## config.mk

```make
export PLATFORM = sky130hd
export DESIGN_NAME = stoch_to_bin
export DESIGN_NICKNAME = d
export VERILOG_FILES = /design/src/rtl/stoch_to_bin_pkg.sv /design/src/rtl/stoch_to_bin_lane_cnt.sv /design/src/rtl/stoch_to_bin.sv
export SDC_FILE = /design/constraint.sdc
export NUM_CORES = 1
export LEC_CHECK = 0
export CAP_MARGIN = 20
export CORE_ASPECT_RATIO = 1.75
export CORE_UTILIZATION = 58
export CTS_BUF_LIST = sky130_fd_sc_hd__clkbuf_8
export DETAILED_ROUTE_END_ITERATION = 8
export HOLD_SLACK_MARGIN = 0.15
export PLACE_DENSITY = 0.9
export SLEW_MARGIN = 20
export SYNTH_ARGS = -nofsm -noshare
export SYNTH_HDL_FRONTEND = slang
export SYNTH_SLANG_ARGS = --single-unit
```

## constraint.sdc

```tcl
create_clock -name CLK -period 2.21 [get_ports CLK]
set_input_delay 0.442 -clock CLK [delete_from_list [all_inputs] [get_ports CLK]]
set_output_delay 0.442 -clock CLK [all_outputs]
set_load 0.02 [all_outputs]
```

## src/rtl/stoch_to_bin_pkg.sv

```systemverilog
// Shared definitions for the stochastic-to-binary decoder.
// The default window width is also used by the stochastic number generators
// so encoder and decoder windows stay the same length.
package stoch_to_bin_pkg;

    // Default log2 of the window length (also the per-lane result width)
    localparam int STOCH_WIN_W_DEFAULT = 8;

    // Default number of parallel stochastic lanes
    localparam int STOCH_LANES_DEFAULT = 3;

    // Decoder control states
    typedef enum logic {
        ST_IDLE  = 1'b0,
        ST_ACCUM = 1'b1
    } stoch_state_e;

endpackage : stoch_to_bin_pkg

```

## src/rtl/stoch_to_bin_lane_cnt.sv

```systemverilog
// One decoder lane: counts ones of a stochastic bitstream over a window and
// latches the saturated count into a result register on the window's last
// accepted sample.
module stoch_lane_cnt #(
    parameter int W = 8
) (
    input  logic         CLK,
    input  logic         RESET,
    input  logic         accept_i,
    input  logic         last_i,
    input  logic         clr_i,
    input  logic         bit_i,
    output logic [W-1:0] res_o
);

    // A full window of ones gives 2^W, which does not fit in W bits; clamp it.
    function automatic logic [W-1:0] sat_cnt(input logic [W:0] cnt);
        logic [W-1:0] r;
        if (cnt[W]) r = {W{1'b1}};
        else        r = cnt[W-1:0];
        return r;
    endfunction

    logic [W:0]   cnt_q, cnt_d;
    logic [W:0]   sum;
    logic [W-1:0] res_q, res_d;

    // Next-state: abort clears the partial count, the last sample publishes it
    always_comb begin
        sum   = cnt_q + {{W{1'b0}}, bit_i};
        cnt_d = cnt_q;
        res_d = res_q;
        if (clr_i) begin
            cnt_d = '0;
        end else if (accept_i) begin
            if (last_i) begin
                res_d = sat_cnt(sum);
                cnt_d = '0;
            end else begin
                cnt_d = sum;
            end
        end
    end

    // Count and result registers, both cleared by reset
    always_ff @(posedge CLK or negedge RESET) begin
        if (!RESET) begin
            cnt_q <= '0;
            res_q <= '0;
        end else begin
            cnt_q <= cnt_d;
            res_q <= res_d;
        end
    end

    assign res_o = res_q;

endmodule : stoch_lane_cnt

```

## src/rtl/stoch_to_bin.sv

```systemverilog
// Stochastic-to-binary decoder: N lanes each count ones over 2^W accepted
// samples; all lane results are presented together with a one-cycle VALID.
// The top owns the IDLE/ACCUM control, the shared window counter, VALID and
// BUSY; per-lane counting lives in stoch_lane_cnt.
module stoch_to_bin
    import stoch_to_bin_pkg::*;
#(
    parameter int N = STOCH_LANES_DEFAULT,
    parameter int W = STOCH_WIN_W_DEFAULT
) (
    input  logic           CLK,
    input  logic           RESET,
    input  logic           EN,
    input  logic           CLR,
    input  logic [N-1:0]   IN,
    output logic [N*W-1:0] OUT,
    output logic           VALID,
    output logic           BUSY
);

    localparam logic [W-1:0] WIN_ONE  = {{(W-1){1'b0}}, 1'b1};
    localparam logic [W-1:0] WIN_LAST = {W{1'b1}};

    stoch_state_e state_q;
    logic [W-1:0] win_q;
    logic         valid_q;
    logic         busy_q;

    logic accept;
    logic last;

    // CLR outranks EN, so an aborting edge never counts as a sample
    assign accept = EN & ~CLR;
    // win_q only reaches its top value inside ACCUM
    assign last   = accept && (state_q == ST_ACCUM) && (win_q == WIN_LAST);

    // Control FSM with window counter and registered VALID/BUSY
    always_ff @(posedge CLK or negedge RESET) begin
        if (!RESET) begin
            state_q <= ST_IDLE;
            win_q   <= '0;
            valid_q <= 1'b0;
            busy_q  <= 1'b0;
        end else begin
            valid_q <= 1'b0;
            if (CLR) begin
                state_q <= ST_IDLE;
                win_q   <= '0;
                busy_q  <= 1'b0;
            end else if (EN) begin
                case (state_q)
                    ST_IDLE: begin
                        // This sample is index 0 of the new window
                        state_q <= ST_ACCUM;
                        busy_q  <= 1'b1;
                        win_q   <= WIN_ONE;
                    end
                    ST_ACCUM: begin
                        // Wraps to 0 after the last sample, so the next
                        // accepted sample starts a new window with no gap
                        win_q   <= win_q + WIN_ONE;
                        valid_q <= last;
                    end
                    default: begin
                        state_q <= ST_IDLE;
                        win_q   <= '0;
                        busy_q  <= 1'b0;
                    end
                endcase
            end
        end
    end

    for (genvar n = 0; n < N; n++) begin : g_lane
        stoch_lane_cnt #(
            .W(W)
        ) u_lane (
            .CLK      (CLK),
            .RESET    (RESET),
            .accept_i (accept),
            .last_i   (last),
            .clr_i    (CLR),
            .bit_i    (IN[n]),
            .res_o    (OUT[n*W +: W])
        );
    end

    assign VALID = valid_q;
    assign BUSY  = busy_q;

endmodule : stoch_to_bin

```

==> results of run 1 <==
## stage by stage
| step | setup slack [ns] | setup TNS [ns] | hold slack, ns |
|---|---|---|---|
| 2_1_floorplan | 0.293 | 0 | 0.146 |
| 3_3_place_gp | -0.158 | -2.63 | 0.464 |
| 3_5_place_dp | -0.228 | -4.24 | 0.474 |
| 4_1_cts | 0.0799 | 0 | 0.481 |
| 5_1_grt | 0.0268 | 0 | 0.509 |
| 6_report | 0.114 | 0 | 0.475 |
## power by group through the flow
stage	logic (mW)	registers, mW	clock network, mW
floorplan	0.0556	1.18	0
global placement	0.126	1.18	0
detailed placement	0.130	1.18	0
CTS	0.132	1.16	1.09
global route	0.147	1.16	1.15
finish	0.132	1.16	1.09
## worst max path at each step
| stage | from | endpoint | slack (ns) | depth (start not counted) |
|---|---|---|---|---|
| CTS | IN[0] | g_lane[0].u_lane.res_o[2] | 0.08 | 7 |
| global route | IN[1] | g_lane[1].u_lane.res_o[5] | 0.03 | 7 |
| global placement | IN[1] | g_lane[1].u_lane.res_o[3] | -0.16 | 7 |
| finish | IN[1] | g_lane[1].u_lane.res_o[3] | 0.11 | 7 |
| detailed placement | IN[1] | g_lane[1].u_lane.res_o[3] | -0.23 | 7 |
| floorplan | IN[2] | g_lane[2].u_lane.res_o[2] | 0.29 | 6 |
## cell usage after synthesis, types with 2 or more instances
cell / count / area, sq um
a22oi_1: 4 / 30.0
a31oi_1: 18 / 113
a32oi_1: 2 / 17.5
dfrtp_1: 62 / 1550
inv_1: 5 / 18.8
xor2_1: 5 / 43.8
a22o_1: 8 / 70.1
nand4_1: 4 / 25.0
and4_1: 2 / 17.5
o21a_1: 3 / 22.5
o21ai_0: 14 / 70.1
and2_1: 6 / 37.5
a21oi_1: 15 / 75.1
ha_1: 7 / 87.6
and3_1: 3 / 18.8
buf_2: 3 / 15.0
xnor2_1: 8 / 70.1
or2_2: 3 / 18.8
o22a_1: 5 / 43.8
o32a_1: 6 / 60.1
nand2_1: 35 / 131
nand3_1: 22 / 110
nor3_1: 8 / 40.0
buf_4: 3 / 22.5
or4_1: 3 / 22.5
nor2_1: 30 / 113
clkbuf_1: 12 / 45.0
nor2b_1: 6 / 37.5
## metal layers
metal | up-vias | part of all wire
met4 | 0 | 0.029
met1 | 1334 | 0.38
met5 | - | 0
met2 | 94 | 0.54
met3 | 23 | 0.046
li1 | 1293 | -
## cell families (layout without fill, tap and decap cells)
| logic type | after synthesis | in the layout |
|---|---|---|
| buffers and inverters | 26 | 86 |
| adders and majority gates | 7 | 7 |
| AOI/OAI and AO/OA | 83 | 83 |
| DFF | 62 | 62 |
| xor gates and xnor gates | 13 | 13 |
| muxes | 1 | 1 |
| and+or+nand+nor | 131 | 131 |
## area by class of cell
type	count	area share
Inverter	6	0.00581
Multi-Input combinational cell	235	0.374
Tap cell	54	0.0174
Sequential cell	62	0.400
Clock buffer	10	0.0355
Clock inverter	6	0.0200
Timing Repair Buffer	64	0.147
## state kept, by name, summed over array words and instances, names as in the netlist
register and flops:
g_lane.u_lane.res_o 24, VALID 1, g_lane.u_lane.cnt_q 27, state_q 1, win_q 8, BUSY 1
## what timing repair did
action,CTS,global route
endpoints found under the hold margin,23,0
hold buffers,1,0
resized for setup,0,2
setup endpoints to repair,0,9
==> impl_metrics.ini, run 1 <==
[status]
outcome = finished, violations left
violations = DRC

[route]
drc = 2
drt_wl_total_mm = 7.42
wire_per_inst_microns = 17.0
postRouteAntennaNets = 0
vias_per_cell = 6.28
drt-initial-drc-count = 92
drt-pass1-iter-count = 6
num_vias = 2744

[layout]
utilization = 0.766
areaGrowthSynthToFinish_pct = 24.8
finalNonFillerCells = 437
nets = 392
multi_input_area_sq_um = 1450
drive_above_1_share = 0.146
layout_common_cells = dfrtp_1, nand2_1, clkdlybuf4s50_1
fillers = 342
n_antenna_cell = 0
seq_area_sq_um = 1550
postLayoutCellArea_sq_um = 3880
final_common_cell = dfrtp_1

[grt]
grt.total_usage = 0.296
grtUsageMet3 = 0.0643
grtUsageMet1 = 0.337
grt_util_met2 = 0.507
antenna_found_initial = 0
grt_max_degree = 28
grt_overflow = 0
busiest_layer = met2
grt_pass1_wl_mm = 12.6
grt_pass1_vias = 2724

[power_and_ir_drop]
irDropWorstVdd_mv = 0.514
comb_power_share = 0.055
internal-power_mw = 1.85
pwr-share-clk = 0.457
seqPwrFrac = 0.487
power_density_nw_per_um2 = 612
swShare = 0.219
cellLeakagePower_nw = 1.70
power.switching_mw = 0.520
total_power_mw = 2.37

[worst_setup_path]
cp-end-kind = register
cp_top_family = simple AND/OR/NAND/NOR gates
r2r_start = win_q[0]
cp_num_buf_inv = 1
crit_top_cell = ha_1
slowest_delay_ns = 0.46
crit_fanout = 5
cp_slowest_cell = clkdlybuf4s50_1
rrSetupSlack_ns = 0.22
critPathLaunchType = primary input
worstReg2RegEnd = g_lane[2].u_lane.res_o[2]
cp_data_arrival_time_ns = 2.32
critPathKind = primary input to register
path_cells = clkdlybuf4s50_1 -> ha_1 -> ha_1 -> and4_1 -> a21oi_1 -> nand3b_2 -> o32a_1
r2r_cells = 6
required_ns = 2.44

[logic_synthesis]
synth-edff-count = 0
synthMuxAreaShare = 0.00362
synth_area_per_cell_sq_um = 9.62
yosys.area_share.adder = 0.0282
syn_area_sq_um = 3110
syn_nets = 337
synth_top_family_by_area = simple AND/OR/NAND/NOR gates
yosysSeqAreaShare = 0.499
ys_ff_latch = 62
yosys.area_share.simple = 0.210
ys.flop_type = dfrtp_1
synth_xor_area_frac = 0.0366
synth_warnings = 0
async_flop_share = 1.00
yosysUniqueCellTypes = 49
synth_compound_area_frac = 0.186
netlist_instances = 323

[sta]
timing.fmax_mhz = 477
finalCriticalPeriod_ns = 2.10
clock_skew_ns = 0.00815
fin_crit_sh = 0.948
rsz0062_at_grt = false
finalHoldViolations = 0
worst_pin_slew_ns = 0.727
slew_viol_final = 0
timing.slew.headroom = 0.513
setup_violations = 0

[clock_tree]
cts_buffer_depth = 2
cts_tree = yes
numCtsBuffers = 9
clkTransAtPathRegs_ns = 0.07
root_buffer = clkbuf_8
clkSinkCount = 62
htreeDepth = 3
cts_setup_buffers = 0
worstSkewPairLatency_ns = 0.34

[placement]
place_area_sq_um = 3640
place_inst = 420
gp_congestion = 0.860
hpwl_mm = 5.08
numPortBuffers = 32

[floorplan]
io-pin-count = 33
die_h_microns = 98.8
fp.dieW_microns = 57.3
initial_core_util = 0.614
core_area_sq_um = 5060
rows = 34
dieArea_sq_um = 5670

[min_path]
hp-class = register to register
hold_path_end = win_q[7]
hold_path.startpoint = win_q[7]
hold_path_depth = 1

[flow_run]
maxCapViolations = 0
Power figures use the tool's default switching activity.
==> inputs of run 2 (changes only) <==
- CORE_UTILIZATION: 58 -> 47
- CTS_CLUSTER_SIZE: not set -> 8
- PLACE_DENSITY: 0.9 -> 0.77
==> run 2 against run 1 <==
  * The run now ends clean
  * Total power is 1.1% higher
  * Global-route usage fell by 6.9 points
  * Sequential share of layout area is 0.26 points lower
  * Final cell count up 5.5%
==> impl_metrics.ini, run 2 (same netlist as run 1, synthesis figures left out) <==
[status]
outcome = finished, final reports clean

[sta]
rsz0062_at_grt = false
timing.fmax_mhz = 475
final.setup.tns_ns = 0
setup_slack_ns = 0.106
finalCriticalPeriod_ns = 2.10
slew_viol_final = 0
setup_violations = 0
worst_pin_slew_ns = 0.750
timing.slew.headroom = 0.498
fin_crit_sh = 0.952
clock_skew_ns = 0.00968
finalHoldViolations = 0

[clock_tree]
numCtsBuffers = 9
cts_setup_buffers = 0
htreeDepth = 3
clkSinkCount = 62
cts_buffer_depth = 2
worstSkewPairLatency_ns = 0.35
root_buffer = clkbuf_8
cts_tree = yes
clkTransAtPathRegs_ns = 0.06

[placement]
place_inst = 444
pre_cts_ws_ns = -0.252
hpwl_mm = 4.94
gp_congestion = 0.840
numPortBuffers = 32
place_area_sq_um = 3660

[route]
drc = 0
drt-initial-drc-count = 93
wire_per_inst_microns = 15.5
postRouteAntennaNets = 0
vias_per_cell = 5.79
drt_wl_total_mm = 7.17
drt-pass1-iter-count = 4
num_vias = 2671

[floorplan]
dieArea_sq_um = 6950
rows = 38
die_h_microns = 110
core_area_sq_um = 6280
initial_core_util = 0.495
io-pin-count = 33
fp.dieW_microns = 63.5

[layout]
seq_area_sq_um = 1550
utilization = 0.622
nets = 390
largest_reg_flops = 27
largest-register = g_lane.u_lane.cnt_q
drive_above_1_share = 0.147
finalNonFillerCells = 461
areaGrowthSynthToFinish_pct = 25.6
n_antenna_cell = 0
layout_common_cells = dfrtp_1, nand2_1, clkdlybuf4s50_1
postLayoutCellArea_sq_um = 3900
multi_input_area_sq_um = 1450
final_common_cell = dfrtp_1
fillers = 553

[worst_setup_path]
cp-end-kind = register
r2r_cells = 6
cp-startpoint = IN[1]
cp_data_arrival_time_ns = 2.34
rrSetupSlack_ns = 0.24
r2r_start = win_q[0]
required_ns = 2.44
worstReg2RegEnd = g_lane[1].u_lane.res_o[2]
critPathKind = primary input to register
crit_fanout = 6
critPathLaunchType = primary input

[grt]
grt_pass1_wl_mm = 12.0
grt_max_degree = 63
grt.total_usage = 0.227
grt_pass1_vias = 2588
grt_overflow = 0
antenna_found_initial = 0

[power_and_ir_drop]
pwr-share-clk = 0.464
power_density_nw_per_um2 = 615
comb_power_share = 0.054
internal-power_mw = 1.86
cellLeakagePower_nw = 1.69
irDropWorstVdd_mv = 0.440
swShare = 0.225
power.switching_mw = 0.540
seqPwrFrac = 0.482

[min_path]
hold_path.startpoint = g_lane[1].u_lane.res_o[6]
hold_path_depth = 2
hp-class = register to register
hold_path_end = g_lane[1].u_lane.res_o[6]

[flow_run]
maxCapViolations = 0
## run 2: critical path, stage by stage
cell and delay, ns:
clkdlybuf4s50_1 0.46, ha_1 0.16, ha_1 0.20, and4_1 0.29, a21oi_1 0.11, nand3b_2 0.29
o32a_1 0.38
## run 2: worst max-delay path by stage
stage	to	slack [ns]
final	g_lane[1].u_lane.res_o[2]	0.11
after global routing	g_lane[1].u_lane.res_o[2]	0.02
after CTS	g_lane[1].u_lane.res_o[2]	0.13
after detailed placement	g_lane[1].u_lane.res_o[2]	-0.25
after global placement	g_lane[1].u_lane.res_o[7]	-0.22
after floorplan	g_lane[2].u_lane.res_o[2]	0.29
## run 2: repair_timing
| action | in CTS | in global routing |
|---|---|---|
| hold endpoints to repair | 62 | 0 |
| gates resized for setup | 0 | 1 |
| setup endpoints to repair | 0 | 4 |
| hold buffers | 1 | 0 |
## run 2: per-stage QoR
| stage | hold slack (ns) | power, mW |
|---|---|---|
| floorplan | 0.146 | 1.23 |
| global placement | 0.458 | 1.30 |
| detailed placement | 0.474 | 1.31 |
| CTS | 0.486 | 2.43 |
| global route | 0.523 | 2.48 |
| finish | 0.486 | 2.40 |
## run 2: layout make-up
type,count,area share
clock inverters,6,0.0218
inverters,6,0.00577
multi-input cells,235,0.372
flip-flops and latches,62,0.398
repair buffers,62,0.142
well taps,80,0.0256
clock buffers,10,0.0353
## run 2: routing by layer
layer / share of wire / vias to the layer above / GRT usage
met5: 0 / - / 0
met4: 0.028 / 0 / 0.136
met3: 0.036 / 16 / 0.0456
met2: 0.52 / 65 / 0.392
met1: 0.42 / 1308 / 0.255
li1: - / 1282 / -
## run 2: power groups by stage
stage | combinational [mW] | sequential, mW | clock [mW]
2_1_floorplan | 0.0556 | 1.18 | 0
3_3_place_gp | 0.128 | 1.18 | 0
3_5_place_dp | 0.131 | 1.18 | 0
4_1_cts | 0.132 | 1.16 | 1.14
5_1_grt | 0.145 | 1.16 | 1.18
6_report | 0.131 | 1.16 | 1.11
==> inputs of run 3 (changes only) <==
- ABC_CLOCK_PERIOD_IN_PS: not set -> 2210
- CORE_UTILIZATION: 47 -> 55
- PLACE_DENSITY: 0.77 -> 0.87
==> run 3 against run 2 <==
  * Core utilization rose by 10 points
  * Worst hold slack improved by 0.0044 ns
  * Cell area shrank 0.64%
  * Total power is 1.3% lower
  * Clock power hardly changed
  * Setup slack worse by 0.0027 ns
  * Register-to-register slack worse by 0.04 ns
  * Critical path type unchanged
  * Largest cell class unchanged
  * Highest routed layer unchanged
==> impl_metrics.ini, run 3 (same netlist as run 1, synthesis figures left out) <==
[worst_setup_path]
cp_top_family = XOR/XNOR gates
cp_data_arrival_time_ns = 2.31
required_ns = 2.41
cp_num_buf_inv = 1
critPathKind = primary input to register
critPathLaunchType = primary input
cp-end-kind = register
path_cells = clkdlybuf4s50_1 -> ha_1 -> ha_1 -> nand3_1 -> or2_2 -> xor2_1 -> a31oi_1
crit_top_cell = ha_1
slowest_delay_ns = 0.51
cp_slowest_cell = xor2_1
crit_fanout = 8

[sta]
timing.slew.headroom = 0.563
rsz0062_at_grt = false
fin_crit_sh = 0.953
timing.fmax_mhz = 475
clock_skew_ns = 0.0102
finalCriticalPeriod_ns = 2.11
final.setup.tns_ns = 0
slew_viol_final = 0
finalHoldViolations = 0
worst_pin_slew_ns = 0.653
setup_violations = 0

[route]
drt-initial-drc-count = 95
postRouteAntennaNets = 0
vias_per_cell = 6.04
drc = 0
drt_wl_total_mm = 7.26
num_vias = 2737
drt-pass1-iter-count = 4
wire_per_inst_microns = 16.0

[placement]
place_inst = 436
gp_congestion = 0.864
hpwl_mm = 4.96
place_area_sq_um = 3650
numPortBuffers = 32

[power_and_ir_drop]
seqPwrFrac = 0.488
power_density_nw_per_um2 = 611
irDropWorstVdd_mv = 0.469
cellLeakagePower_nw = 1.69
swShare = 0.219
internal-power_mw = 1.85
pwr-share-clk = 0.458
power.switching_mw = 0.518
comb_power_share = 0.054

[floorplan]
initial_core_util = 0.582
core_area_sq_um = 5340
rows = 35
fp.dieW_microns = 58.8
dieArea_sq_um = 5970
io-pin-count = 33
die_h_microns = 101

[layout]
finalNonFillerCells = 453
largest-register = g_lane.u_lane.cnt_q
areaGrowthSynthToFinish_pct = 24.8
largest_reg_flops = 27
postLayoutCellArea_sq_um = 3880
n_antenna_cell = 0
nets = 388
final_common_cell = dfrtp_1
drive_above_1_share = 0.135
layout_common_cells = dfrtp_1, nand2_1, clkdlybuf4s50_1

[grt]
antenna_found_initial = 0
grt.total_usage = 0.273
busiest_layer = met2
grt_pass1_vias = 2680
grtUsageMet1 = 0.314
grtUsageMet3 = 0.0664
grt_max_degree = 53
grt_overflow = 0
grt_util_met2 = 0.457
grt_pass1_wl_mm = 12.1

[clock_tree]
worstSkewPairLatency_ns = 0.35
clkSinkCount = 62
root_buffer = clkbuf_8
cts_buffer_depth = 2
numCtsBuffers = 9
clkTransAtPathRegs_ns = 0.07
cts_tree = yes
htreeDepth = 3

[flow_run]
maxCapViolations = 0

[min_path]
hp-class = register to register

[status]
outcome = finished, final reports clean
[run 3: cell count changes in the layout (fill, tap and decap cells not counted), sizes merged]
cell	change
buf	-2
clkinvlp	-2
inv	+2
[run 3: repair_timing]
action | in CTS | in global routing
hold buffers | 1 | 0
endpoints found under the hold margin | 10 | 0
buffers inserted | 0 | 0
resized for setup | 0 | 0
[run 3: worst paths after layout]
path | start | end | slack (ns) | cells after the start
worst max-delay path | IN[0] | g_lane[0].u_lane.res_o[2] | 0.10 | 7
worst min-delay path | g_lane[1].u_lane.res_o[6] | g_lane[1].u_lane.res_o[6] | 0.49 | 2
worst max register to register | win_q[0] | g_lane[2].u_lane.res_o[2] | 0.20 | 6
worst min register to register | g_lane[1].u_lane.res_o[6] | g_lane[1].u_lane.res_o[6] | 0.49 | 2
max in group asynchronous | RESET | g_lane[2].u_lane.cnt_q[4] | 1.14 | 3
min in group asynchronous | RESET | g_lane[2].u_lane.cnt_q[3] | 0.51 | 2
[run 3: per-layer routing]
metal  wire, microns  share of wire
met4             237          0.033
met5               0              0
met2            3820           0.53
met1            2820           0.39
met3             376          0.052
[run 3: worst min-delay path: cells and delay by family (launching register included)]
family,cells,cell delay (ns)
flops,1,0.35
compound gates,1,0.06
simple gates,1,0.05
[run 3: area by class of cell]
class                           count  area, sq um
Sequential cell                    62         1550
Fill cell                         402         1470
Multi-Input combinational cell    235         1440
Timing Repair Buffer               60          553
Clock buffer                       10          138
Tap cell                           74         92.6
Clock inverter                      6         77.6
Inverter                            6         22.5
[run 3: power groups by stage]
stage | Sequential [mW] | Combinational (mW) | Clock [mW]
after global placement | 1.18 | 0.124 | 0
final | 1.16 | 0.127 | 1.08
after global routing | 1.16 | 0.143 | 1.13
after CTS | 1.16 | 0.129 | 1.10
after floorplan | 1.18 | 0.0556 | 0
after detailed placement | 1.18 | 0.126 | 0
[run 3: through the flow]
stage	setup slack, ns	utilization	power (mW)	hold slack, ns
after floorplan	0.293	-	1.23	0.146
after global placement	-0.181	0.684	1.30	0.337
after detailed placement	-0.248	0.684	1.30	0.342
after CTS	0.119	0.726	2.38	0.494
after global routing	0.00989	0.726	2.43	0.521
final	0.103	0.726	2.37	0.491
